==> src/rtl/sar_dll_ctrl.sv <==
// -----------------------------------------------------------------------------
// sar_dll_ctrl
//
// Successive-approximation lock controller for the FMDLL delay line. A binary
// search on the delay code is driven by the phase-detector decision COMP. Each
// decision window is SETTLE cycles long and starts with a one-cycle PD clear.
// The code MSBs are decoded into a registered one-hot coarse select. T is
// updated on the same edge as Q, so T and Q always agree.
//
// Optional feature, macro SAR_TRACK_EN:
//   When defined, the DONE state keeps tracking. Each window steps Q by +/-1
//   with saturation. A run of TRACK_LIMIT same-direction steps drops locked.
//   A full search then restarts on the following edge.
//   When undefined, DONE holds the code and ignores COMP.
//
// Ports:
//   CLK_exit  in   controller clock, rising edge
//   rst       in   synchronous active-high reset
//   start     in   search request, level sampled each edge (ignored while busy)
//   COMP      in   PD decision: 1 = delay too short (keep bit / step up)
//   Q         out  delay code [WIDTH]
//   T         out  one-hot of Q[WIDTH-1 -: COARSE_BITS], registered
//   Tb        out  bitwise complement of T
//   Reset_PD  out  one-cycle PD clear at the start of each decision window
//   busy      out  search in progress
//   locked    out  search complete, code valid
// -----------------------------------------------------------------------------
module sar_dll_ctrl #(
    parameter int WIDTH       = 10,
    parameter int COARSE_BITS = 4,
    parameter int SETTLE      = 4,
    parameter int TRACK_LIMIT = 8
) (
    input  logic                      CLK_exit,
    input  logic                      rst,
    input  logic                      start,
    input  logic                      COMP,
    output logic [WIDTH-1:0]          Q,
    output logic [2**COARSE_BITS-1:0] T,
    output logic [2**COARSE_BITS-1:0] Tb,
    output logic                      Reset_PD,
    output logic                      busy,
    output logic                      locked
);

    localparam int NT    = 2**COARSE_BITS;
    localparam int IDX_W = $clog2(WIDTH);
    localparam int CNT_W = $clog2(SETTLE);

    // Elaboration-time parameter sanity check.
    if (WIDTH < 2 || COARSE_BITS < 1 || COARSE_BITS > WIDTH ||
        SETTLE < 2 || TRACK_LIMIT < 1) begin : g_bad_params
        $error("sar_dll_ctrl: illegal parameter combination");
    end

    typedef enum logic [1:0] {
        S_IDLE   = 2'd0,
        S_SEARCH = 2'd1,
        S_DONE   = 2'd2
    } state_t;

    state_t             r_state;
    state_t             w_state_next;

    logic [WIDTH-1:0]   r_q;
    logic [NT-1:0]      r_t;
    logic [IDX_W-1:0]   r_idx;
    logic [CNT_W-1:0]   r_cnt;
    logic               r_rpd;
    logic               r_busy;
    logic               r_locked;

    logic [WIDTH-1:0]   w_q_next;
    logic [NT-1:0]      w_t_next;
    logic [IDX_W-1:0]   w_idx_next;
    logic [CNT_W-1:0]   w_cnt_next;
    logic               w_rpd_next;
    logic               w_busy_next;
    logic               w_locked_next;

    logic               w_sample;
    logic               w_go;

`ifdef SAR_TRACK_EN
    localparam int RUN_W = $clog2(TRACK_LIMIT + 1);

    logic               r_dir;
    logic [RUN_W-1:0]   r_run;
    logic               r_restart;
    logic               w_dir_next;
    logic [RUN_W-1:0]   w_run_next;
    logic [RUN_W-1:0]   w_run_step;
    logic               w_restart_next;

    function automatic logic [WIDTH-1:0] sat_inc(input logic [WIDTH-1:0] v);
        return (&v) ? v : v + 1'b1;
    endfunction

    function automatic logic [WIDTH-1:0] sat_dec(input logic [WIDTH-1:0] v);
        return (v == '0) ? v : v - 1'b1;
    endfunction

    // A run-limit hit in DONE restarts the search exactly like a start request.
    assign w_go = (start | r_restart) && (r_state != S_SEARCH);
`else
    assign w_go = start && (r_state != S_SEARCH);
`endif

    // The sample edge is the last cycle of a window.
    assign w_sample = (r_cnt == CNT_W'(SETTLE - 1));

    // ---------------- state register ----------------
    always_ff @(posedge CLK_exit) begin
        if (rst) begin
            r_state <= S_IDLE;
        end else begin
            r_state <= w_state_next;
        end
    end

    // ---------------- next-state logic ----------------
    always_comb begin
        w_state_next = r_state;
        case (r_state)
            S_IDLE:   if (w_go) w_state_next = S_SEARCH;
            S_SEARCH: if (w_sample && (r_idx == '0)) w_state_next = S_DONE;
            S_DONE:   if (w_go) w_state_next = S_SEARCH;
            default:  w_state_next = S_IDLE;
        endcase
    end

    // ---------------- datapath / output next values ----------------
    always_comb begin
        w_q_next      = r_q;
        w_idx_next    = r_idx;
        w_cnt_next    = r_cnt;
        w_rpd_next    = 1'b0;
        w_busy_next   = r_busy;
        w_locked_next = r_locked;
`ifdef SAR_TRACK_EN
        w_dir_next     = r_dir;
        w_run_next     = r_run;
        w_run_step     = '0;
        w_restart_next = 1'b0;
`endif
        if (w_go) begin
            w_q_next      = {1'b1, {(WIDTH-1){1'b0}}};
            w_idx_next    = IDX_W'(WIDTH - 1);
            w_cnt_next    = '0;
            w_rpd_next    = 1'b1;
            w_busy_next   = 1'b1;
            w_locked_next = 1'b0;
`ifdef SAR_TRACK_EN
            w_run_next    = '0;
`endif
        end else begin
            case (r_state)
                S_SEARCH: begin
                    w_cnt_next = r_cnt + 1'b1;
                    if (w_sample) begin
                        // Trial bit survives only if the delay is still too short.
                        w_q_next[r_idx] = COMP;
                        w_cnt_next      = '0;
                        if (r_idx != '0) begin
                            w_q_next[r_idx - 1'b1] = 1'b1;
                            w_idx_next             = r_idx - 1'b1;
                            w_rpd_next             = 1'b1;
                        end else begin
                            w_busy_next   = 1'b0;
                            w_locked_next = 1'b1;
`ifdef SAR_TRACK_EN
                            // First tracking window opens immediately.
                            w_rpd_next    = 1'b1;
`endif
                        end
                    end
                end
`ifdef SAR_TRACK_EN
                S_DONE: begin
                    w_cnt_next = r_cnt + 1'b1;
                    if (w_sample) begin
                        w_cnt_next = '0;
                        w_rpd_next = 1'b1;
                        w_q_next   = COMP ? sat_inc(r_q) : sat_dec(r_q);
                        // Saturated steps still extend the run, so a code
                        // pinned at a rail eventually forces a re-search.
                        w_run_step = ((r_run != '0) && (r_dir == COMP)) ?
                                     r_run + 1'b1 : RUN_W'(1);
                        w_dir_next = COMP;
                        if (w_run_step == RUN_W'(TRACK_LIMIT)) begin
                            w_locked_next  = 1'b0;
                            w_restart_next = 1'b1;
                            w_run_next     = '0;
                        end else begin
                            w_run_next = w_run_step;
                        end
                    end
                end
`endif
                default: ;
            endcase
        end
        w_t_next = NT'(1) << w_q_next[WIDTH-1 -: COARSE_BITS];
    end

    // ---------------- datapath registers ----------------
    always_ff @(posedge CLK_exit) begin
        if (rst) begin
            r_q      <= '0;
            r_t      <= NT'(1);
            r_idx    <= '0;
            r_cnt    <= '0;
            r_rpd    <= 1'b0;
            r_busy   <= 1'b0;
            r_locked <= 1'b0;
        end else begin
            r_q      <= w_q_next;
            r_t      <= w_t_next;
            r_idx    <= w_idx_next;
            r_cnt    <= w_cnt_next;
            r_rpd    <= w_rpd_next;
            r_busy   <= w_busy_next;
            r_locked <= w_locked_next;
        end
    end

`ifdef SAR_TRACK_EN
    always_ff @(posedge CLK_exit) begin
        if (rst) begin
            r_dir     <= 1'b0;
            r_run     <= '0;
            r_restart <= 1'b0;
        end else begin
            r_dir     <= w_dir_next;
            r_run     <= w_run_next;
            r_restart <= w_restart_next;
        end
    end
`endif

    assign Q        = r_q;
    assign T        = r_t;
    assign Tb       = ~r_t;
    assign Reset_PD = r_rpd;
    assign busy     = r_busy;
    assign locked   = r_locked;

endmodule

==> config.mk <==
export PLATFORM = sky130hd
export DESIGN_NAME = sar_dll_ctrl
export DESIGN_NICKNAME = d
export VERILOG_FILES = /design/src/rtl/sar_dll_ctrl.sv
export SDC_FILE = /design/constraint.sdc
export NUM_CORES = 1
export LEC_CHECK = 0
export BUFFER_PORTS_ARGS = -buffer_cell sky130_fd_sc_hd__buf_2
export CORE_ASPECT_RATIO = 1.75
export CORE_MARGIN = 2
export CORE_UTILIZATION = 50
export CTS_BUF_LIST = sky130_fd_sc_hd__clkbuf_8 sky130_fd_sc_hd__clkbuf_16
export DETAILED_ROUTE_END_ITERATION = 16
export PLACE_DENSITY = 0.74
export SYNTH_ARGS = -nofsm -noshare
export SYNTH_HDL_FRONTEND = slang
export SYNTH_SLANG_ARGS = --single-unit
==> constraint.sdc <==
create_clock -name CLK_exit -period 6.17 [get_ports CLK_exit]
set_input_delay 0.3085 -clock CLK_exit [delete_from_list [all_inputs] [get_ports CLK_exit]]
set_output_delay 0.3085 -clock CLK_exit [all_outputs]
set_load 0.02 [all_outputs]
Word-level counts from Yosys, hierarchy flattened --
Cells that the tools add are included.
Operators by class: shift-type cells 1, divide/modulo/power cells 0, muxes and demuxes 25, reduce and logical (&&, ||, !) cells 18, add/sub/neg operators 2, equality and inequality tests 7, multiply operators 0, $lt $le $gt $ge 4, bitwise operators 3
Operator list (count):
- 10-bit 2-to-1 mux | 4
- 4-bit 2-to-1 mux | 4
- 16-bit inverter | 1
- 1-bit by 4-bit left shift with 16-bit output, first input constant | 1
- 3-bit AND reduction | 4
- 10-bit bitwise mux | 1
- 4-bit by 5-bit < comparator with 1-bit output, second input constant | 2
- 1-bit 2-to-1 mux | 10
- 10-bit bitwise OR | 1
- 1-bit demux with 4-bit select | 2
- 4-bit by 1-bit >= comparator with 1-bit output, second input constant | 2
- 2-bit 2-to-1 mux | 3
- 2-bit nonzero test | 3
- 2-bit equality test, second input constant | 2
- 1-bit logical AND | 4
- 4-bit logical NOT | 1
- 2-bit by 1-bit != test with 1-bit output, second input constant | 2
- 2-bit != test, second input constant | 2
- 2-bit case mux with 2 select lines | 1
- 2-bit AND reduction | 2
- 4-bit nonzero test | 1
- 2-bit OR reduction | 2
- 4-bit by 1-bit subtractor with 4-bit output, second input constant | 1
- 2-bit by 1-bit adder with 2-bit output, second input constant | 1
- 3 further kinds | 3
Word-level totals: memory bits (read-only) 0, memories 0, input port bits 4, register bits 37, bits in writable memories 0, bits in latches 0

Logic depth before layout (Yosys ltp) --
Gate-level depths: netlist of the first run.
depth in word-level cells 11, depth in mapped cells 9

Worst setup path before layout of the first run --
No wires, ideal clock.
path type register to register, start register r_idx[0], end register r_t[3] (netlist: T[3]), arrival time 2156 ps, required time 6097 ps, buffers on the path 1, stages on the path, launching flop included 10, clock period less this slack 2229 ps, setup slack 3941 ps, cell sequence dfxtp_1 > inv_1 > ha_1 > buf_2 > nand2b_1 > a211o_1 > a21oi_1 > o211ai_2 > or3_4 > nor3b_2
On the way: longest elaborated chain between the ends 11
Ends and longest elaborated chain:
- from (decl) | RTL line 67 | logic [IDX_W-1:0] r_idx;
- from (signal assigned) | RTL line 219 | r_idx <= w_idx_next;
- 4-bit by 1-bit subtractor with 4-bit output (tied with other cells) | RTL line 165 | w_q_next[r_idx - 1'b1] = 1'b1;
- 4-bit by 5-bit < comparator with 1-bit output (implied by the code) (tied with other cells) | RTL line 165
- 1-bit logical AND (implied by the code) or 1-bit 2-to-1 mux (tied branches) | RTL line 165, 162
- 1-bit 2-to-1 mux (implied by the code) or 1-bit demux with 4-bit select (tied branches) | RTL line 165, 162
- 1-bit demux with 4-bit select or 10-bit bitwise mux (tied branches) | RTL line 165, 162
- 10-bit bitwise OR (no source line)
- 10-bit 2-to-1 mux (*) | RTL line 164 | if (r_idx != '0) begin
- 10-bit 2-to-1 mux (*) | RTL line 160 | if (w_sample) begin
- 10-bit 2-to-1 mux (*) | RTL line 157 | case (r_state)
- 10-bit 2-to-1 mux (*) | RTL line 146 | if (w_go) begin
- 1-bit by 4-bit left shift with 16-bit output (*) | RTL line 203 | w_t_next = NT'(1) << w_q_next[WIDTH-1 -: COARSE_BITS];
- to (signal assigned) | RTL line 218 | r_t <= w_t_next;
- to (decl) | RTL line 66 | logic [NT-1:0] r_t;
Every way passes the cells marked *; elsewhere a longest branch is shown, timed or not. A chain may end at the register's enable or synchronous reset.

Final worst setup path of the first run --
Same ends and word-level chain as after synthesis.

==> impl_metrics.csv, run 1 <==
group,metric,value,unit
global_routing,grt_first_pass_wirelength,6680,um
timing,layout_setup_ws,3.76,ns
pwr,p_per_area,219,mW/mm^2
yosys,synth_async_sr_flop_share,0,
timing,worst_slew_pin_slew,0.687,ns
run,number_of_maximum_capacitance_violations,0,
yosys,total_of_flip_flops_plus_latches_after_synthesis,37,
drt,post_drt_via_cell_ratio,5.24,
yosys,seq_area_frac_synth,0.424,
finish,final.fill_count,322,
placed_design,place_ws,3.76,ns
yosys,synth.cells.most_frequent,"sky130_fd_sc_hd__dfxtp_1 (37), sky130_fd_sc_hd__nor2_1 (33), sky130_fd_sc_hd__inv_1 (25)",
critical_path,reg2reg_setup_slack,3.76,ns
placed_design,gp_congestion,0.938,
yosys,synth.cell_area,0.00175,sq mm
yosys,synth_area_leaders,"sky130_fd_sc_hd__dfxtp_1 (42%), sky130_fd_sc_hd__nor2_1 (7.1%), sky130_fd_sc_hd__inv_1 (5.4%), sky130_fd_sc_hd__mux2i_1 (5.2%), sky130_fd_sc_hd__ha_1 (5.0%)",
placed_design,dp_hpwl,3330,um
global_routing,grt_usage,0.221,
drt,first_pass_iters,4,
drt,drt_first_iter_violations,39,
critical_path,crit_path_max_fanout,10,
timing,fin_skew,0.00284,ns
cts,cts.sink_count,37,
drt,routed_wl,4260,um
yosys,synth.avg_cell_area,8.39,sq um
yosys,synth_most_common_cell,"sky130_fd_sc_hd__dfxtp_1",
yosys,synth_edf_count,0,
cts,cts-buffers-inserted,5,
finish,layout-area-overhead-vs-synth,20.0,%
timing,setup_tns,0,ns
global_routing,overflow,0,
yosys,mappedNetlistNets,219,
cts,ctsHtreeMaxLevel,2,
floorplanning,die_boundary_height,82.2,um
finish,antennaDiodeCount,0,
outcome,status,"completed",
cts,postCtsResizedCells,0,
yosys,synth_largest_area_cell,"sky130_fd_sc_hd__dfxtp_1",
cts,clkLatencyLatePin,0.29,ns
floorplanning,core.rowCount,28,
drt,post_drt_wl_per_cell,14.1,um
timing,period_share,0.391,
critical_path,reg2reg_depth,8,
yosys,synth_cell_types,41,
yosys,ys.flop_type,"sky130_fd_sc_hd__dfxtp_1",
critical_path,crit_start,"r_idx[0]",
cts,clock_path_buffers,2,
timing,slew-limit-headroom,0.540,
cts,tritoncts,"built",
timing,timing.final.max_slew_violations,0,
yosys,ys_warn_count,0,
floorplanning,die_area,0.00400,sq mm
floorplanning,fp.dieW,48.7,um
pwr,leakage_power,0.907,nW
critical_path,worstSetupPathType,"reg -> reg",
critical_path,crit_end,"T[3]",
timing,setup_viol_count_final,0,
critical_path,cp_data_arrival_time,2.63,ns
drt,ant_nets,0,
floorplanning,core,0.00336,sq mm
timing,final_period_minus_worst_setup_slack,2.41,ns
cts,postCtsSetupBuffers,0,
yosys,syn_inst,208,
global_routing,vias_in_the_first_global_route,1437,
floorplanning,floorplan.io_pins,49,
timing,max_freq,0.414,GHz
finish,fin_nets,267,
timing,rsz0062_at_grt,"false",
pwr,max-vdd-ir-drop,0.183,mV
critical_path,crit_path_start_kind,"register",
global_routing,largest_net_degree_at_the_start_of_global_routing,16,
cts,path_clk_slew,0.07,ns
finish,final_layout_size_suffix_gt1_frac,0.265,
cts,cts_hold_buffers,0,
global_routing,number_of_antenna_violations_at_the_first_check_in_global_routing,0,
critical_path,worst_r2r_startpoint,"r_idx[0]",
floorplanning,initial_core_util,0.519,
timing,hold_viol_final,0,
drt,detailroute.via_count,1583,
drt,drcViolationCount,0,
cts,cts_root_buf,"sky130_fd_sc_hd__clkbuf_8",
placed_design,placement.io_buffers,48,
critical_path,worstSetupEndpointType,"register",
critical_path,crit_required,6.39,ns
critical_path,r2r-end,"T[3]",
yosys,yosysTopAreaCellShare,0.424,
worst_hold_path,worst_hold_path_type,"in -> reg",
where the power goes:
part	internal, mW	switching [mW]	total [mW]	leakage [nW]
clock network	0.0779	0.0869	0.165	0.0439
logic	0.0146	0.0301	0.0447	0.563
registers	0.243	0.00562	0.249	0.300
total	0.336	0.123	0.458	0.907
how the worst min path moves through the flow:
stage | from | depth (start not counted) | endpoint | slack (ns)
global placement | locked | 2 | locked | 0.45
detailed placement | locked | 2 | locked | 0.45
floorplan | start | 2 | r_state[0] | 0.45
finish | rst | 2 | Q[6] | 0.36
global route | rst | 2 | Q[6] | 0.37
CTS | rst | 2 | Q[6] | 0.35
critical path, stage by stage (launching register included):
cell and delay (ns):
sky130_fd_sc_hd__dfxtp_1 0.50, sky130_fd_sc_hd__inv_1 0.13, sky130_fd_sc_hd__ha_1 0.32, sky130_fd_sc_hd__nand2b_1 0.20
sky130_fd_sc_hd__a211o_1 0.29, sky130_fd_sc_hd__a21oi_1 0.18, sky130_fd_sc_hd__o211ai_2 0.16, sky130_fd_sc_hd__or3_4 0.38
sky130_fd_sc_hd__nor3b_2 0.18
registers in the layout, summed over array words and instances (netlist names):
| name | flops |
|---|---|
| T | 16 |
| Reset_PD | 1 |
| locked | 1 |
| Q | 10 |
| busy | 1 |
| r_state | 2 |
| r_idx | 4 |
| r_cnt | 2 |
cell type report:
cell class	count	area [sq um]	share of cell area
clock buffer	5	68.8	0.0329
tap	45	56.3	0.0269
sequential	37	741	0.354
clock inverter	3	17.5	0.00836
multi-input combinational	138	873	0.417
inverter	26	97.6	0.0466
timing repair buffer	48	240	0.115
cell usage in the layout (no fill, tap or decap), types with 7 or more instances in the layout:
master                    count
sky130_fd_sc_hd__dfxtp_1     37
sky130_fd_sc_hd__a21oi_1     12
sky130_fd_sc_hd__mux2i_1      9
sky130_fd_sc_hd__nor2_1      33
sky130_fd_sc_hd__nand3_1     10
sky130_fd_sc_hd__buf_2       48
sky130_fd_sc_hd__inv_1       25
sky130_fd_sc_hd__nand2_1     16
sky130_fd_sc_hd__ha_1         7
through the flow:
stage	instances	total power, mW	util	cell area [sq um]	hold WS, ns
after floorplan	208	0.287	-	1750	0.452
after global placement	294	0.299	0.597	2010	0.452
after detailed placement	294	0.299	0.597	2010	0.454
after CTS	302	0.462	0.623	2090	0.348
after global routing	302	0.476	0.623	2090	0.370
final	302	0.458	0.623	2090	0.356
cell families after synthesis:
family                   Yosys count  synth area share
AND/OR/NAND/NOR                   87             0.253
flip-flops                        37             0.424
AO/OA/AOI/OAI                     34             0.139
buffers and inverters             33            0.0753
multiplexers                      10            0.0581
adder cells (fa/ha/maj)            7            0.0502
layer usage:
metal	track usage	wire [um]
met1	0.205	1530
met2	0.447	2420
met3	0.0342	146
met4	0.137	164
met5	0	0
No activity file was read; power rests on OpenSTA's default activity.
==> run 2: changes to the inputs <==
- clock period: 6.17 -> 2.4 ns (I/O delays scaled with it)
==> run 2 against run 1 <==
Net effect:
- sequential share of layout area decreased by 1.2 points
- critical path depth unchanged
- hold slack worse by 0.20 ns
- power grew to 2.9 times the previous value
- final area up 3.6%
- highest routed layer unchanged
- largest power group unchanged
- sequential power rose to 2.5 times the previous value
- setup slack got worse by 3.6 ns
- first-iteration DRC count increased by 69%
- clock power increased to 3.3 times the previous value
==> impl_metrics.csv, run 2 (synthesis gave the netlist of run 1 again) <==
group,metric,value,unit
outcome,status,"completed",
timing,final_period_minus_worst_setup_slack,2.21,ns
cts,ctsHtreeMaxLevel,2,
timing,whs,0.153,ns
timing,period_share,0.921,
pwr,switching_power,0.313,mW
drt,post_drt_wl_per_cell,14.5,um
floorplanning,initial_core_util,0.519,
cts,cts.sink_count,37,
finish,mostFrequentLayoutCell,"sky130_fd_sc_hd__buf_2",
timing,fin_skew,0.00504,ns
finish,mostFrequentLayoutCells,"sky130_fd_sc_hd__buf_2 (48), sky130_fd_sc_hd__dfxtp_1 (37), sky130_fd_sc_hd__nor2_1 (33)",
critical_path,cpLargestDelayFamily,"simple AND/OR/NAND/NOR gates",
finish,post-route-cell-area,0.00217,sq mm
timing,max_freq,0.452,GHz
pwr,power.share.switching,0.238,
timing,worst_slew_pin_slew,0.660,ns
global_routing,grt_first_pass_wirelength,7030,um
floorplanning,fp.dieW,48.7,um
floorplanning,core,0.00336,sq mm
cts,path_clk_slew,0.07,ns
placed_design,placement.io_buffers,48,
cts,postCtsResizedCells,0,
floorplanning,die_area,0.00400,sq mm
drt,detailroute.via_count,1599,
floorplanning,die_boundary_height,82.2,um
global_routing,grt_usage,0.234,
pwr,seq_power_share,0.481,
drt,post_drt_via_cell_ratio,5.19,
critical_path,crit_path_start_kind,"register",
floorplanning,core.rowCount,28,
pwr,leakage_power,0.957,nW
placed_design,gp_congestion,0.940,
cts,clkLatencyLatePin,0.29,ns
floorplanning,floorplan.io_pins,49,
critical_path,worstSetupPathType,"reg -> reg",
cts,clock_path_buffers,2,
timing,setup_tns,0,ns
finish,regArea,741,sq um
drt,first_pass_iters,5,
run,number_of_maximum_capacitance_violations,0,
finish,final.fill_count,307,
drt,ant_nets,0,
global_routing,number_of_antenna_violations_at_the_first_check_in_global_routing,0,
finish,layout-area-overhead-vs-synth,24.3,%
finish,largest_register_ffs,16,
finish,final_layout_size_suffix_gt1_frac,0.278,
pwr,combinationalPowerShare,0.100,
placed_design,placement.cell_area,0.00205,sq mm
critical_path,critPathMaxStageDelay,0.42,ns
timing,timing.final.max_slew_violations,0,
timing,hold_viol_final,0,
drt,drcViolationCount,0,
cts,cts-buffers-inserted,5,
critical_path,crit_path_max_fanout,10,
timing,setup_viol_count_final,0,
pwr,internal-power,1.00,mW
critical_path,cell_with_the_largest_stage_delay_on_the_worst_path,"sky130_fd_sc_hd__or3_4",
critical_path,crit_required,2.62,ns
pwr,p_clk_frac,0.419,
cts,tritoncts,"built",
cts,cts_hold_buffers,0,
critical_path,cp_cell_sequence,"inv_1, ha_1, o21ai_1, mux2_2, o21ai_2, a41oi_2, or3_4, nor3b_2",
critical_path,cp_data_arrival_time,2.44,ns
drt,routed_wl,4470,um
global_routing,overflow,0,
drt,drt_first_iter_violations,66,
global_routing,largest_net_degree_at_the_start_of_global_routing,13,
pwr,p_per_area,607,mW/mm^2
timing,rsz0062_at_grt,"false",
finish,multi_input_gate_area,873,sq um
global_routing,vias_in_the_first_global_route,1512,
cts,postCtsSetupBuffers,0,
critical_path,critPathBufInv,1,
cts,cts_root_buf,"sky130_fd_sc_hd__clkbuf_8",
timing,slew-limit-headroom,0.558,
worst_hold_path,worst_hold_path_type,"in -> reg",
placed_design,dp_hpwl,3440,um
finish,fin_nets,273,
critical_path,worstSetupEndpointType,"register",
finish,antennaDiodeCount,0,
pwr,max-vdd-ir-drop,0.622,mV
## run 2: cell count changes in the layout (fill, tap and decap cells not counted), sizes merged
cell / before / now
inv: 26 / 27
buf: 48 / 54
clkbuf: 5 / 6
clkinv: 2 / 0
bufinv: 0 / 1
clkinvlp: 1 / 0
## run 2: worst paths after layout
check / startpoint / endpoint / slack, ns / cells past startpoint
worst max register to register: r_idx[0] / T[3] / 0.19 / 8
worst min register to register: locked / locked / 0.51 / 2
worst max-delay path: r_idx[0] / T[3] / 0.19 / 8
worst min-delay path: rst / Q[6] / 0.15 / 2
## run 2: worst register-to-register path: stages, from the launching register on
cell and delay (ns):
sky130_fd_sc_hd__dfxtp_1 0.31, sky130_fd_sc_hd__inv_1 0.10, sky130_fd_sc_hd__ha_1 0.35, sky130_fd_sc_hd__o21ai_1 0.12, sky130_fd_sc_hd__mux2_2 0.28, sky130_fd_sc_hd__o21ai_2 0.22
sky130_fd_sc_hd__a41oi_2 0.19, sky130_fd_sc_hd__or3_4 0.42, sky130_fd_sc_hd__nor3b_2 0.17
## run 2: area by class of cell
class,instances,area share
Clock inverter,2,0.0156
Clock buffer,6,0.0381
Tap cell,45,0.0260
Inverter,26,0.0450
Sequential cell,37,0.341
Timing Repair Buffer,54,0.131
Multi-Input combinational cell,138,0.403
## run 2: power by group through the flow
stage	logic [mW]	clock network, mW	registers [mW]
final	0.132	0.552	0.633
after CTS	0.131	0.554	0.633
after detailed placement	0.130	0	0.647
after global placement	0.129	0	0.647
after global routing	0.143	0.581	0.635
after floorplan	0.0797	0	0.657
## run 2: metrics by stage
step / cells / worst slack (ns) / power (mW) / utilization
6_report: 308 / 0.189 / 1.32 / 0.645
5_1_grt: 308 / 0.0187 / 1.36 / 0.645
4_1_cts: 308 / 0.209 / 1.32 / 0.645
3_5_place_dp: 300 / 0.245 / 0.777 / 0.610
3_3_place_gp: 300 / 0.293 / 0.776 / 0.610
2_1_floorplan: 208 / 0.171 / 0.737 / -
## run 2: layer usage
metal	routed length [um]	global-route usage	vias up
li1	-	-	804
met1	1620	0.229	741
met2	2620	0.486	47
met3	159	0.0270	7
met4	72	0.100	0
met5	0	0	-
